## src/rtl/detector_jogada.sv

```systemverilog
// Debounced key-press detector: filters a 4-bit key pattern, emits one move per press.
// Optional: define DETECTOR_JOGADA_ONEHOT_CHECK_EN to reject multi-key patterns via INVALIDA.
module detector_jogada #(
    parameter int DEBOUNCE_CICLOS = 3
) (
    input  logic       clock,
    input  logic       reset,
    input  logic [3:0] chaves,
    output logic [3:0] jogada,
    output logic       jogada_feita,
    output logic       jogada_invalida,
    output logic [2:0] db_estado
);

    typedef enum logic [2:0] {
        ESPERA   = 3'd0,
        FILTRA   = 3'd1,
        EMITE    = 3'd2,
        INVALIDA = 3'd3,
        SOLTAR   = 3'd4
    } estado_t;

    localparam logic [9:0] CNT_MAX = 10'(DEBOUNCE_CICLOS);

    estado_t    estado, estado_prox;
    logic [9:0] cnt, cnt_prox;
    logic [3:0] amostra, amostra_prox;
    logic [3:0] jogada_prox;
    logic [3:0] chaves_s;
    logic [3:0] bit_menor;

    // Isolating the lowest set bit keeps a multi-key pattern from producing a non-one-hot move.
    assign bit_menor = amostra & (~amostra + 4'd1);

`ifdef DETECTOR_JOGADA_ONEHOT_CHECK_EN
    logic multi_bit;
    assign multi_bit = (amostra & (amostra - 4'd1)) != 4'd0;
`endif

    // NOTE: all state uses non-blocking assignments so every register samples pre-edge values.
    always_ff @(posedge clock) begin
        if (reset) begin
            estado   <= SOLTAR;
            cnt      <= '0;
            amostra  <= '0;
            chaves_s <= '0;
            jogada   <= '0;
        end else begin
            estado   <= estado_prox;
            cnt      <= cnt_prox;
            amostra  <= amostra_prox;
            chaves_s <= chaves;
            jogada   <= jogada_prox;
        end
    end

    // NOTE: every output of this block is defaulted first so no path can infer a latch.
    always_comb begin
        estado_prox  = estado;
        cnt_prox     = cnt;
        amostra_prox = amostra;
        jogada_prox  = jogada;

        case (estado)
            ESPERA: begin
                if (chaves_s != 4'd0) begin
                    amostra_prox = chaves_s;
                    cnt_prox     = 10'd1;
                    estado_prox  = FILTRA;
                end else begin
                    cnt_prox = '0;
                end
            end

            FILTRA: begin
                if (chaves_s == 4'd0) begin
                    estado_prox = ESPERA;
                    cnt_prox    = '0;
                end else if (chaves_s == amostra) begin
                    if (cnt < CNT_MAX) begin
                        cnt_prox = cnt + 10'd1;
                    end else begin
`ifdef DETECTOR_JOGADA_ONEHOT_CHECK_EN
                        if (multi_bit) begin
                            estado_prox = INVALIDA;
                        end else begin
                            estado_prox = EMITE;
                            jogada_prox = bit_menor;
                        end
`else
                        estado_prox = EMITE;
                        jogada_prox = bit_menor;
`endif
                    end
                end else begin
                    // A different pattern restarts the filter on the new sample.
                    amostra_prox = chaves_s;
                    cnt_prox     = 10'd1;
                end
            end

            EMITE, INVALIDA: begin
                estado_prox = SOLTAR;
                cnt_prox    = '0;
            end

            SOLTAR: begin
                if (cnt >= CNT_MAX) begin
                    estado_prox = ESPERA;
                    cnt_prox    = '0;
                end else if (chaves_s == 4'd0) begin
                    cnt_prox = cnt + 10'd1;
                end else begin
                    cnt_prox = '0;
                end
            end

            default: begin
                estado_prox = SOLTAR;
                cnt_prox    = '0;
            end
        endcase
    end

    assign jogada_feita = (estado == EMITE);
`ifdef DETECTOR_JOGADA_ONEHOT_CHECK_EN
    assign jogada_invalida = (estado == INVALIDA);
`else
    assign jogada_invalida = 1'b0;
`endif
    assign db_estado = estado;

endmodule

```

## config.mk

```make
export PLATFORM = sky130hd
export DESIGN_NAME = detector_jogada
export DESIGN_NICKNAME = d
export VERILOG_FILES = /design/src/rtl/detector_jogada.sv
export SDC_FILE = /design/constraint.sdc
export NUM_CORES = 1
export LEC_CHECK = 0
export ABC_AREA = 1
export CAP_MARGIN = 5
export CORE_UTILIZATION = 50
export CTS_CLUSTER_DIAMETER = 100
export DETAILED_ROUTE_END_ITERATION = 6
export HOLD_SLACK_MARGIN = 0.15
export PLACE_DENSITY = 0.8
export SLEW_MARGIN = 25
export SYNTH_ARGS = -nofsm -noshare
export SYNTH_HDL_FRONTEND = slang
export SYNTH_SLANG_ARGS = --single-unit
```

## constraint.sdc

```tcl
create_clock -name clock -period 1.93 [get_ports clock]
set_input_delay 0.193 -clock clock [delete_from_list [all_inputs] [get_ports clock]]
set_output_delay 0.193 -clock clock [all_outputs]
set_load 0.005 [all_outputs]
```

==> key figures <==
Outcome
  • Run status: complete, no violations

Die
  • Initial Util: 0.534
  • Num ports: 15
  • Total die area: 2590 sq um
  • Core area: 2230 sq um
  • Die width: 50.9 um
  • Die Height: 50.9 um
  • Rows: 17

STA
  • Setup violators final: 0
  • Final Hold Fails: 0
  • Setup tns final: 0 ps
  • Fmax: ~600 MHz
  • Min Clock Period, post-route: 1670 ps
  • Hold_ws: 389 ps
  • Final count of pins violating max slew: 0
  • Final period util: 0.867
  • Clock Skew: 5.56 ps
  • RSZ-0062 raised after global routing: false

Drt
  • Total Wirelength: 2170 um
  • Initial detailed-routing violation count: 20
  • Pre-antenna DRT Iters: 4
  • Via Count: 1,009
  • DR vias/cell: around 5.0
  • Post-DRT Antenna Nets: 0
  • Post-route DRC: 0
  • Routed wire per std cell: between 10 and 15 um

Place
  • Area post-placement: 1340 sq um
  • Gp weighted congestion: a little under 0.9
  • I/O Buffers: 13
  • DP Wirelength: 1680 um

Global route
  • Grt ovf: 0
  • Largest net degree at the start of global routing: 15
  • First-pass GRT wire length: 3960 um
  • Total Routing Usage GR: 0.201
  • Vias in the first global route: 941
  • Initial antenna violation count: 0

Critical path
  • CP Capture Type: primary output
  • Worst EP arrival: roughly 1500 ps
  • Critical-path maximum fanout: 4
  • Reg2Reg Depth: 9
  • Reg2reg end: cnt[0]$_SDFFE_PP0P_
  • CP Cell Sequence: inv_1, nor3_1, clkdlybuf4s50_1
  • Crit path buf inv count: 2
  • Reg-to-Reg Start: cnt[0]$_SDFFE_PP0P_
  • CP max stage delay: ~520 ps
  • Crit path to: jogada_feita
  • Setup CP Type: flop to primary output
  • Slowest-stage cell, CP: clkdlybuf4s50_1
  • Flop-to-flop setup slack: 290 ps
  • Crit path from: db_estado[1]$_SDFFE_PP0P_
  • Crit path depth: 3
  • CP required: approximately 1700 ps
  • Critical Path Start Type: flop
  • Crit-path leading delay family: buffers and inverters

Yosys
  • Seq cells post-synth: 25
  • Synthesized cell area: about 1200 sq um
  • Average size of a mapped cell: approximately 7.5 sq um
  • Main flop type after synthesis: dfxtp_1
  • Register area share after synthesis: 0.419
  • Asr flop ratio synth: 0
  • Unique masters post-synth: 26
  • Post-synth EDFFs: 0
  • Synth Warn #: 0
  • Synth Instances: 159
  • Syn nets: 166

Pwr
  • Worst vdd ir: 0.000370 V
  • Pleak: 0.583 nW
  • Switching portion of total power: 0.237
  • Combinational share of power: 0.082
  • Switching Power: between 0.15 and 0.2 mW
  • Clock network fraction of total power: 0.275
  • Internal: 0.629 mW
  • Power per cell area: approximately 600 nW/um^2
  • Sequential Power Share: 0.643

Clock tree
  • Clock Tree Buf Depth: 2
  • H-tree levels: 1
  • Clk slew on worst S/H paths: ~130 ps
  • Hold Buf Count CTS: 0
  • CTS-repair resized insts: 0
  • TritonCTS Buffers: 3
  • CTS Sinks: 25
  • Root buffer cell: clkbuf_4
  • Post-CTS Setup Bufs: 0
  • CTS tree: yes
  • Worst-Skew Late Latency: 310 ps

Cells and area
  • Area growth from synthesis to layout: 14.6%
  • Layout cells sized above 1: 0.178
  • FILL cells: 208
  • Commonest non-fill, non-tap cells in the layout: nand2_1 (25), dfxtp_1 (25), inv_1 (24)
  • Final instance area: 1370 sq um
  • Nets: 182
  • Diodes inserted: 0

Worst hold path
  • Worst min-delay path category: primary input to flop

Run
  • Max Cap Viol: 0
==> stage by stage <==
stage	total power [mW]	util	std cells	setup slack [ps]
detailed placement	0.609	0.600	198	345
global placement	0.607	0.600	198	406
global route	0.863	0.612	202	104
finish	0.824	0.612	202	258
CTS	0.833	0.612	202	234
floorplan	0.590	-	159	597
==> metal layers <==
metal / vias to the layer above / routed length [um] / GRT usage
met4: 0 / 17 / 0.0833
met5: - / 0 / 0
met1: 454 / 1000 / 0.254
met2: 24 / 1060 / 0.349
li1: 529 / - / -
met3: 2 / 87 / 0.0179
==> registers in the layout (all words and copies together), names as in the netlist <==
name / count
amostra: 4
chaves_s: 4
cnt: 10
db_estado: 3
jogada: 4
==> how the worst min path moves through the flow <==
stage                              startpoint                endpoint  slack, ps  cells after the start
after floorplan                     chaves[0]  chaves_s[0]$_SDFF_PP0_        300                      2
after global placement    cnt[9]$_SDFFE_PP0P_     cnt[9]$_SDFFE_PP0P_        440                      2
after detailed placement  cnt[9]$_SDFFE_PP0P_     cnt[9]$_SDFFE_PP0P_        440                      2
after CTS                           chaves[2]  chaves_s[2]$_SDFF_PP0_        380                      3
after global routing                chaves[2]  chaves_s[2]$_SDFF_PP0_        380                      3
final                               chaves[2]  chaves_s[2]$_SDFF_PP0_        390                      3
==> cell families (layout without fill, tap and decap cells) <==
group | Yosys count | after routing | share of synthesized area
compound gates | 22 | 22 | 0.116
buf+inv | 32 | 47 | 0.116
flops | 25 | 25 | 0.419
fa+ha+maj | 1 | 1 | 0.0105
other cells | 1 | 1 | 0.00314
simple gates | 78 | 78 | 0.334
==> power groups by stage <==
stage | clock, mW | sequential [mW] | combinational, mW
floorplan | 0 | 0.540 | 0.0506
global placement | 0 | 0.541 | 0.0662
detailed placement | 0 | 0.541 | 0.0674
CTS | 0.235 | 0.530 | 0.0677
global route | 0.256 | 0.532 | 0.0752
finish | 0.227 | 0.530 | 0.0673
==> cells in the mapped netlist, types with 3 or more instances <==
master	count	area, sq um
a21oi_1	6	30.0
a21oi_2	3	26.3
dfxtp_1	25	500
inv_1	24	90.1
inv_2	4	15.0
nand2_1	25	93.8
nand2_2	6	37.5
nand3_1	11	55.1
nand4_1	3	18.8
nor2_1	19	71.3
nor2_2	3	18.8
nor2_4	3	33.8
nor3_1	4	20.0
o21ai_0	9	45.0
==> worst min-delay path, cell delays in order <==
cell and delay [ps]:
clkdlybuf4s50_1 400, inv_1 50, nor2_1 30
==> final cells by class <==
| type | instances | area, sq um | share of cell area |
|---|---|---|---|
| tap | 28 | 35.0 | 0.0256 |
| inverter | 28 | 105 | 0.0769 |
| clock buffer | 3 | 22.5 | 0.0165 |
| multi-input combinational | 102 | 554 | 0.405 |
| sequential | 25 | 500 | 0.366 |
| clock inverter | 1 | 5.00 | 0.00366 |
| timing repair buffer | 15 | 145 | 0.106 |
Power figures use the tool's default switching activity.
